[src/rtl/ps2_keycode_rx.sv]
// PS/2 set-2 keyboard receiver: deserialises 11-bit frames, tracks make/break, presents held key as HID code.
// Latency: keycode/key_valid update on the 3rd Clk rising edge after the ps2_clk pin falls for the stop bit.
// Backpressure: none; key_valid/frame_err are single-cycle pulses. Optional parity check: PS2_PARITY_CHECK_EN.
module ps2_keycode_rx #(
  parameter int TIMEOUT_CYCLES = 50000
) (
  input  logic       Clk,
  input  logic       Reset,
  input  logic       ps2_clk,
  input  logic       ps2_data,
  output logic [7:0] keycode,
  output logic       key_valid,
  output logic       frame_err
);

  localparam int IDLE_W = $clog2(TIMEOUT_CYCLES + 1);
  localparam logic [IDLE_W-1:0] IDLE_LAST = IDLE_W'(TIMEOUT_CYCLES - 1);

  typedef enum logic [1:0] {
    ST_IDLE,
    ST_BRK,
    ST_EXT,
    ST_EXT_BRK
  } dec_state_t;

  // Synchroniser chains: index 0 = s1, 1 = s2, 2 = s3.
  logic [2:0] clk_sync;
  logic [2:0] dat_sync;
  logic       fall;
  logic       sample;

  // Frame assembly state.
  logic [3:0]        bit_cnt;
  logic [9:0]        shreg;      // [0]=start, [8:1]=D0..D7, [9]=parity
  logic [IDLE_W-1:0] idle_cnt;

  logic [7:0] rx_byte;
  logic       frame_done;
  logic       frame_ok;
  logic       parity_odd;
  logic       timeout;
  logic       byte_ok;
  logic       frame_err_nxt;

  // Decode state.
  dec_state_t state;
  dec_state_t state_nxt;
  logic [7:0] keycode_nxt;
  logic       key_valid_nxt;
  logic [7:0] mapped;

  // Set-2 make code to HID usage; 8'h00 means "not a key we care about".
  function automatic logic [7:0] map_key(input logic [7:0] b);
    case (b)
      8'h29:   return 8'h2C;  // SPACE
      8'h5A:   return 8'h28;  // ENTER
      8'h2D:   return 8'h15;  // R
      8'h76:   return 8'h29;  // ESC
      8'h1D:   return 8'h1A;  // W
      8'h1B:   return 8'h16;  // S
      default: return 8'h00;
    endcase
  endfunction

  // Bring the asynchronous PS/2 pins into the Clk domain through three flops each.
  always_ff @(posedge Clk) begin
    if (Reset) begin
      clk_sync <= 3'b000;
      dat_sync <= 3'b000;
    end else begin
      clk_sync <= {clk_sync[1:0], ps2_clk};
      dat_sync <= {dat_sync[1:0], ps2_data};
    end
  end

  assign fall   = clk_sync[2] & ~clk_sync[1];
  assign sample = dat_sync[1];

  assign rx_byte    = shreg[8:1];
  assign parity_odd = ^shreg[9:1];
  assign frame_done = fall && (bit_cnt == 4'd10);

`ifdef PS2_PARITY_CHECK_EN
  assign frame_ok = ~shreg[0] & sample & parity_odd;
`else
  // Parity is still shifted in so the frame layout is identical; it is just not judged.
  logic unused_parity;
  assign unused_parity = parity_odd;
  assign frame_ok      = ~shreg[0] & sample;
`endif

  // A stalled partial frame is abandoned; a fall in the same cycle takes priority.
  assign timeout       = (bit_cnt != 4'd0) && !fall && (idle_cnt >= IDLE_LAST);
  assign byte_ok       = frame_done && frame_ok;
  assign frame_err_nxt = (frame_done && !frame_ok) || timeout;

  // Shift in one bit per ps2_clk falling edge and watch for a stalled frame.
  always_ff @(posedge Clk) begin
    if (Reset) begin
      bit_cnt  <= 4'd0;
      shreg    <= 10'd0;
      idle_cnt <= '0;
    end else if (fall) begin
      idle_cnt <= '0;
      if (bit_cnt == 4'd10) begin
        bit_cnt <= 4'd0;
      end else begin
        shreg[bit_cnt] <= sample;
        bit_cnt        <= bit_cnt + 4'd1;
      end
    end else if (timeout) begin
      bit_cnt  <= 4'd0;
      idle_cnt <= '0;
    end else if (bit_cnt != 4'd0) begin
      idle_cnt <= idle_cnt + 1'b1;
    end else begin
      idle_cnt <= '0;
    end
  end

  // Make/break/extended decode of each accepted byte; decides the next held key.
  always_comb begin
    state_nxt     = state;
    keycode_nxt   = keycode;
    key_valid_nxt = 1'b0;
    mapped        = map_key(rx_byte);
    if (byte_ok) begin
      case (state)
        ST_IDLE: begin
          if (rx_byte == 8'hF0) begin
            state_nxt = ST_BRK;
          end else if (rx_byte == 8'hE0) begin
            state_nxt = ST_EXT;
          end else if (mapped != 8'h00 && mapped != keycode) begin
            // Last pressed wins; typematic repeats of the held key are silent.
            keycode_nxt   = mapped;
            key_valid_nxt = 1'b1;
          end
        end
        ST_BRK: begin
          // Only releasing the currently shown key clears it.
          if (mapped == keycode && keycode != 8'h00) begin
            keycode_nxt   = 8'h00;
            key_valid_nxt = 1'b1;
          end
          state_nxt = ST_IDLE;
        end
        ST_EXT: begin
          state_nxt = (rx_byte == 8'hF0) ? ST_EXT_BRK : ST_IDLE;
        end
        ST_EXT_BRK: begin
          state_nxt = ST_IDLE;
        end
        default: begin
          state_nxt = ST_IDLE;
        end
      endcase
    end
  end

  // Register decode state and the output pulses.
  always_ff @(posedge Clk) begin
    if (Reset) begin
      state     <= ST_IDLE;
      keycode   <= 8'h00;
      key_valid <= 1'b0;
      frame_err <= 1'b0;
    end else begin
      state     <= state_nxt;
      keycode   <= keycode_nxt;
      key_valid <= key_valid_nxt;
      frame_err <= frame_err_nxt;
    end
  end

endmodule

[config.mk]
export PLATFORM = sky130hd
export DESIGN_NAME = ps2_keycode_rx
export DESIGN_NICKNAME = d
export VERILOG_FILES = /design/src/rtl/ps2_keycode_rx.sv
export SDC_FILE = /design/constraint.sdc
export NUM_CORES = 1
export LEC_CHECK = 0
export ABC_CLOCK_PERIOD_IN_PS = 5830
export CAP_MARGIN = 25
export CORE_ASPECT_RATIO = 2
export CORE_MARGIN = 3
export CORE_UTILIZATION = 66
export CTS_BUF_LIST = sky130_fd_sc_hd__clkbuf_8
export CTS_CLUSTER_DIAMETER = 50
export DETAILED_ROUTE_END_ITERATION = 12
export MAX_ROUTING_LAYER = met4
export PLACE_DENSITY_LB_ADDON = 0.3
export REMOVE_ABC_BUFFERS = 1
export SYNTH_ARGS = -nofsm -noshare
export SYNTH_HDL_FRONTEND = slang
export SYNTH_SLANG_ARGS = --single-unit
[constraint.sdc]
create_clock -name Clk -period 5.83 [get_ports Clk]
set_input_delay 1.166 -clock Clk [delete_from_list [all_inputs] [get_ports Clk]]
set_output_delay 1.166 -clock Clk [all_outputs]
set_load 0.05 [all_outputs]
# Word level (Yosys, flattened, before mapping)
# Index checks and enable logic that the tools add are counted.
word_totals:
  register_bits: 47
  input_bits: 4
  output_inout_bits: 10
  word_cells: 84
classes:
  addsub: 2
  n_lt_le_gt_ge: 3
  n_eq_ne: 19
  n_mux: 21
  bitwise_logic: 7
  n_reduce_logical: 23
ops:
  columns: ["cell", "n"]
  rows:
  - ["case mux 6 bit (6 select lines)", 1]
  - ["2-to-1 mux 8 bit", 4]
  - ["adder 16 x 1 -> 16 bit (second input constant)", 1]
  - ["== test 8 x 5 -> 1 bit (second input constant)", 2]
  - ["== test 8 x 6 -> 1 bit (second input constant)", 2]
  - ["== test 8 x 7 -> 1 bit (second input constant)", 2]
  - ["== test 8 bit (second input constant)", 2]
  - ["greater-or-equal comparator 16 bit (second input constant)", 1]
  - ["case mux 8 bit (2 select lines)", 1]
  - ["nonzero test 8 bit", 2]
  - ["2-to-1 mux 4 bit", 3]
  - ["bitwise mux 10 bit", 1]
  - ["== test 8 bit", 1]
  - ["logical AND 1 bit", 8]
  - ["inequality test 2 bit (second input constant)", 4]
  - ["inequality test 8 bit", 1]
  - ["2-to-1 mux 2 bit", 3]
  - ["case mux 2 bit (3 select lines)", 1]
  - ["AND reduction 6 bit", 1]
  - ["less-than comparator 4 x 5 -> 1 bit (second input constant)", 1]
  - ["2-to-1 mux 1 bit", 5]
  - ["inverter 1 bit", 5]
  - ["adder 4 x 1 -> 4 bit (second input constant)", 1]
  - ["demux 1 bit (select 4 bit)", 1]
  - ["15 further kinds", 21]

# Logic depth before layout (Yosys ltp)
# Gate-level depths: netlist of run 1.
logic_depth:
  word_depth: 8
  ltp_mapped: 9
  mapped_depth_nobuf: 8

# Least setup slack after synthesis of run 1
# No wires, ideal clock.
synth_timing:
  kind: "input-to-reg"
  from: "in Reset"
  to: "reg bit_cnt[0]"
  setup_time_ns: 0.128
  arrival_time_ns: 2.308
  required_time_ns: 5.702
  setup_slack_ns: 3.395
  cell_stages: 4
  n_path_buf: 3
  path_cell_list: "clkbuf_2 > clkdlybuf4s50_2 > clkbuf_1 > nor2_1"
synth_lines:
  columns: ["item", "line_no", "text"]
  rows:
  - ["start: declaration", "8", "input logic Reset,"]
  - ["end signal: assignment", "109", "bit_cnt <= bit_cnt + 4'd1;"]
  - ["end: declaration", "33", "logic [3:0] bit_cnt;"]
# No word-level cell between the ends.

==> results.toml, run 1 <==
[die]
die-area_sq_um = 4603
row_count = 31
fp.dieW_um = 49.50
die_h_um = 92.99
io_pins = 14
start_util_pct = 68.50
core-area_sq_um = 3646

[sta]
setup_ws_ps = 2927
slew_violations = 0
worst_pin_slew_ps = 785.3
min_period_ps = 2904
skew_ps = 8.722
finalSetupViolations = 0
fin_tns_setup_ps = 0
slew-limit-headroom_pct = 47.48
rsz0062_at_grt = "false"
finalHoldViolations = 0
fin_crit_sh_pct = 49.80
max_freq_mhz = 344.4

[clocking]
cts_setup_buffers = 0
htreeDepth = 2
hold_buffers = 0
cts_tree = "built"
clock_latency_ps = 290
cts_buffers = 5
clock-sinks = 44
cts-resized-gates = 0
cts_root_buf = "clkbuf_8"
clkSlewWorstSetupHoldPaths_ps = 80
clk_path_buf_depth = 2

[placement]
placed_cells = 334
placed_area_sq_um = 2555
post-place-ws_ps = 2634
io_buffers = 11
dp_hpwl_um = 4036
gp_congestion = 0.8920

[min_path]
holdCritPathClass = "register to register"
hp-start = "clk_sync[0]"

[synthesis]
yosys.area.top_type = "dfxtp_1"
ys_ff_latch = 44
yosys-top-cells-area = "dfxtp_1 (35%), nor2_1 (5.1%), nand2_1 (3.8%), nand3_1 (3.6%), nor2b_1 (3.5%)"
synthesis.instances = 288
async_flop_share_pct = 0
ys_seq_area_share_pct = 35.27
ys_types = 62
synthTopCellsByCount = "dfxtp_1 (44), nor2_1 (34), nand2_1 (25)"
synthFlopType = "dfxtp_1"
synth.avg_cell_area_sq_um = 8.672
yosysMostFrequentCell = "dfxtp_1"
synth_area_sq_um = 2497
synth_top_area_share_pct = 35.27
ys_warn_count = 0
synth_edf_count = 0

[grt]
grt_usage_pct = 27.38
antenna_found_initial = 0
overflow = 0
grt_first_pass_wirelength_um = 9666
grt_max_degree = 22
grt_pass1_vias = 2086

[route]
vias = 2065
first_pass_iters = 4
drt_iter0_markers = 57
wirelength_um = 5312
drc = 0
viasPerCell = 6.038
route.antenna.remaining_nets = 0
post_drt_wl_per_cell_um = 15.53

[worst_setup_path]
worst_setup_path_start_kind = "input pin"
crit_type = "input pin to register"
critPathSlowestCell = "clkdlybuf4s50_1"
cp_top_family = "buffers and inverters"
crit_chain = "clkdlybuf4s50_1, buf_4, nor4b_4, nand4_1, o311ai_2"
worst-path-buf-inv = 2
cp.required_ps = 6030
crit_path_max_incr_delay_ps = 810
reg2reg_from = "shreg[8]"
crit_start = "Reset"
endpoint_kind = "register"
cp_max_fo = 21
worstPathArrival_ps = 3110

[cells_and_area]
drive_above_1_share_pct = 10.58
final_nets = 297
design_area_sq_um = 2645
stdcell_count = 342
nFillCells = 310
multi_input_area_sq_um = 1461
antenna_cells = 0
seqCellArea_sq_um = 880.8
syn_to_final_growth_pct = 5.912

[power_and_ir_drop]
finalPower_w = 0.0006048
leakagePower_nw = 0.8939
power_density_nw_per_um2 = 228.7
ir_drop_v = 0.0002042

[outcome]
outcome = "finished clean"

[job]
maxCapViolCount = 0
[registers in the layout, indices dropped and copies added (netlist names)]
register	flops
shreg	9
bit_cnt	4
idle_cnt	16
keycode	6
dat_sync	2
state	2
key_valid	1
frame_err	1
clk_sync	3
[area by class of cell]
class,instances,share of cell area (%)
multi-input combinational,220,55.25
sequential,44,33.30
timing repair buffer,12,4.447
clock buffer,6,3.122
tap,49,2.318
inverter,9,1.277
clock inverter,2,0.2838
[path summary, 6_finish.rpt]
kind                 endpoint  slack (ps)  cells past startpoint
setup reg to reg   keycode[0]        3080                      7
hold / removal    clk_sync[1]         440                      1
hold reg to reg   clk_sync[1]         440                      1
setup / recovery   keycode[0]        2930                      5
[per-layer routing]
| layer | vias to the layer above | track usage [%] | wire length [um] |
|---|---|---|---|
| met5 | - | - | 0 |
| met4 | 0 | 15.24 | 276 |
| met3 | 22 | 3.987 | 124 |
| met2 | 44 | 50.34 | 3034 |
| met1 | 978 | 26.82 | 1877 |
| li1 | 1021 | - | - |
[report_power, final]
| group | leakage, nW | internal [W] | switching, W |
|---|---|---|---|
| clock | 0.0538 | 0.0000932 | 0.0000985 |
| combinational | 0.484 | 0.0000363 | 0.0000552 |
| sequential | 0.356 | 0.000308 | 0.0000134 |
[kinds of logic after synthesis]
logic type | synth area share [%]
buffers and inverters | 6.362
adders and majority gates | 0.5009
other | 0.1502
AOI/OAI and AO/OA | 14.23
muxes | 2.605
and+or+nand+nor | 35.27
xor gates and xnor gates | 5.611
DFF | 35.27
[cells in the final DEF (no fill, tap or decap), types with 9 or more instances in the layout]
| cell | n |
|---|---|
| inv_1 | 11 |
| clkdlybuf4s50_1 | 11 |
| nor3_1 | 9 |
| nand2_1 | 25 |
| nor2_1 | 34 |
| a21oi_1 | 15 |
| nor2b_1 | 14 |
| dfxtp_1 | 44 |
| nand3_1 | 18 |
[through the flow]
step / hold slack [ps] / util (%)
4_1_cts: 447.9 / 72.55
6_report: 439.7 / 72.55
3_5_place_dp: 429.7 / 70.08
5_1_grt: 459.2 / 72.55
3_3_place_gp: 419.4 / 70.08
2_1_floorplan: 413.8 / -
(Power assumes the default switching activity.)
==> inputs of run 2 (changes only) <==
ABC_CLOCK_PERIOD_IN_PS = 2300   (was 5830)
CORE_UTILIZATION = 56   (was 66)
clock period = 2.3 ns   (was 5.83 ns; I/O delays follow)
==> run 2 against run 1 <==
The run now ends with design-rule violations left. Clock skew down 3.6 ps. Final area up 11%. Sequential power rose to 2.5 times the previous value. Via count up 5.8%. Critical path depth up 3. First-iteration DRC count up 25%. Register-to-register slack worse by 3100 ps. Clock power rose to 2.5 times the previous value. Global-route usage down 2.7 points. Core utilization down 2.7 points. Total power rose to 2.6 times the previous value. Largest cell class unchanged.
==> results.toml, run 2 (synthesis results as in run 1) <==
[route]
route.antenna.remaining_nets = 0
viasPerCell = 5.871
drt_iter0_markers = 71
wl_met2_um = 3267
wirelength_um = 5778
wl_met3_um = 191
drc = 1
first_pass_iters = 8
wl_met1_um = 1987
top_layer = "met4"
vias = 2184
post_drt_wl_per_cell_um = 15.53

[sta]
min_period_ps = 2288
slew-limit-headroom_pct = 60.79
worst_pin_slew_ps = 583.7
slew_violations = 0
rsz0062_at_grt = "true"
finalHoldViolations = 0
max_freq_mhz = 437.0
finalSetupViolations = 0
skew_ps = 5.165
setup_ws_ps = 11.52
fin_crit_sh_pct = 99.50

[die]
die_h_um = 100.4
die-area_sq_um = 5345
start_util_pct = 59.30
io_pins = 14
fp.dieW_um = 53.22
row_count = 33
core-area_sq_um = 4212

[power_and_ir_drop]
finalPower_w = 0.001566
power_density_nw_per_um2 = 532.5
p_seq_share_pct = 51.7
ir_drop_v = 0.0005317
combPwrFrac_pct = 17.6
power.share.switching_pct = 27.54
p_sw_w = 0.0004314
p_clk_share_pct = 30.7
internal_power_w = 0.001135
leakagePower_nw = 1.044

[placement]
io_buffers = 11
post-place-ws_ps = -12.46
gp_congestion = 0.9115
dp_hpwl_um = 4297
placed_cells = 362

[cells_and_area]
reg_top3 = "idle_cnt x16, shreg x9, keycode x6"
multi_input_area_sq_um = 1544
syn_to_final_growth_pct = 17.79
nFillCells = 364
final_nets = 324
final_cell_mix = "dfxtp_1 (38), nor2_1 (34), buf_4 (28)"
largest_reg_flops = 16
final_common_cell = "dfxtp_1"
stdcell_count = 372
largest_register = "idle_cnt"
drive_above_1_share_pct = 21.56
antenna_cells = 0
seqCellArea_sq_um = 888.4

[grt]
antenna_found_initial = 0
grt_max_degree = 21
grt_pass1_vias = 2187
grt_usage_pct = 24.65
grt_first_pass_wirelength_um = 9563
overflow = 0

[clocking]
clkSlewWorstSetupHoldPaths_ps = 80
clk_path_buf_depth = 2
cts_root_buf = "clkbuf_8"
htreeDepth = 2
clock_latency_ps = 290
clock-sinks = 44
cts_tree = "built"
cts_buffers = 5

[worst_setup_path]
cp.required_ps = 2500
rrSetupSlack_ps = 10
crit_type = "register to register"
worstPathArrival_ps = 2490
crit_start = "shreg[6]"
worst_setup_path_start_kind = "register"
reg2reg_from = "shreg[6]"
endpoint_kind = "register"
cp_max_fo = 7

[outcome]
outcome = "finished, violations left"
violations = "design-rule violations"

[job]
maxCapViolCount = 0

[min_path]
hp-start = "clk_sync[0]"
holdCritPathClass = "register to register"
==> run 2: cell count changes in the layout (fill, tap and decap cells not counted), sizes merged <==
cell and change:
buf +27
==> run 2: timing repair <==
item,CTS,global route
resized for setup,4,13
hold buffers,0,0
endpoints found under the setup margin,5,7
pin swaps,1,2
setup buffers,1,1
==> run 2: path summary, 6_finish.rpt <==
kind                 endpoint  cells after the start
setup / recovery   keycode[5]                      8
hold / removal    clk_sync[1]                      1
setup reg to reg   keycode[5]                      8
hold reg to reg   clk_sync[1]                      1
==> run 2: layout make-up <==
class	count	share of cell area, %
clock buffer	6	2.807
inverter	9	1.148
clock inverter	2	0.2552
sequential	44	30.20
timing repair buffer	39	10.89
multi-input combinational	220	52.49
tap	52	2.212
==> run 2: layer usage <==
layer / vias up / track usage [%]
met4: 0 / 16.73
met3: 31 / 4.012
met1: 1018 / 21.35
li1: 1073 / -
met2: 62 / 44.94
met5: - / -
==> run 2: critical path, stage by stage, from the launching register on <==
cell       delay [ps]
dfxtp_2           340
buf_4             130
and4bb_2          290
and3_4            220
nor3_4             50
a2111oi_4         390
nand4b_4          140
mux2_4            390
o311ai_2          230
==> run 2: power by group through the flow <==
stage	logic [W]	clock network [W]	registers (W)
floorplan	0.000116	0	0.000873
global placement	0.000244	0	0.000826
detailed placement	0.000247	0	0.000826
CTS	0.000248	0.000496	0.000808
global route	0.000291	0.000528	0.000813
finish	0.000276	0.000481	0.000810
==> run 2: per-stage QoR <==
stage,area [sq um],hold slack [ps],TNS (ps),util (%)
6_report,2942,452.2,0,69.85
4_1_cts,2851,460.3,0,67.71
3_3_place_gp,2746,421.0,0,65.21
2_1_floorplan,2376,413.8,-561.8,-
3_5_place_dp,2746,441.6,-12.46,65.21
5_1_grt,2942,464.1,-407.9,69.85
==> inputs of run 3 (changes only) <==
ABC_CLOCK_PERIOD_IN_PS = not set   (was 2300)
HOLD_SLACK_MARGIN = 0.02   (was not set)
==> results of run 3 <==
The final DEF is identical to that of run 2; final timing and power are the same.
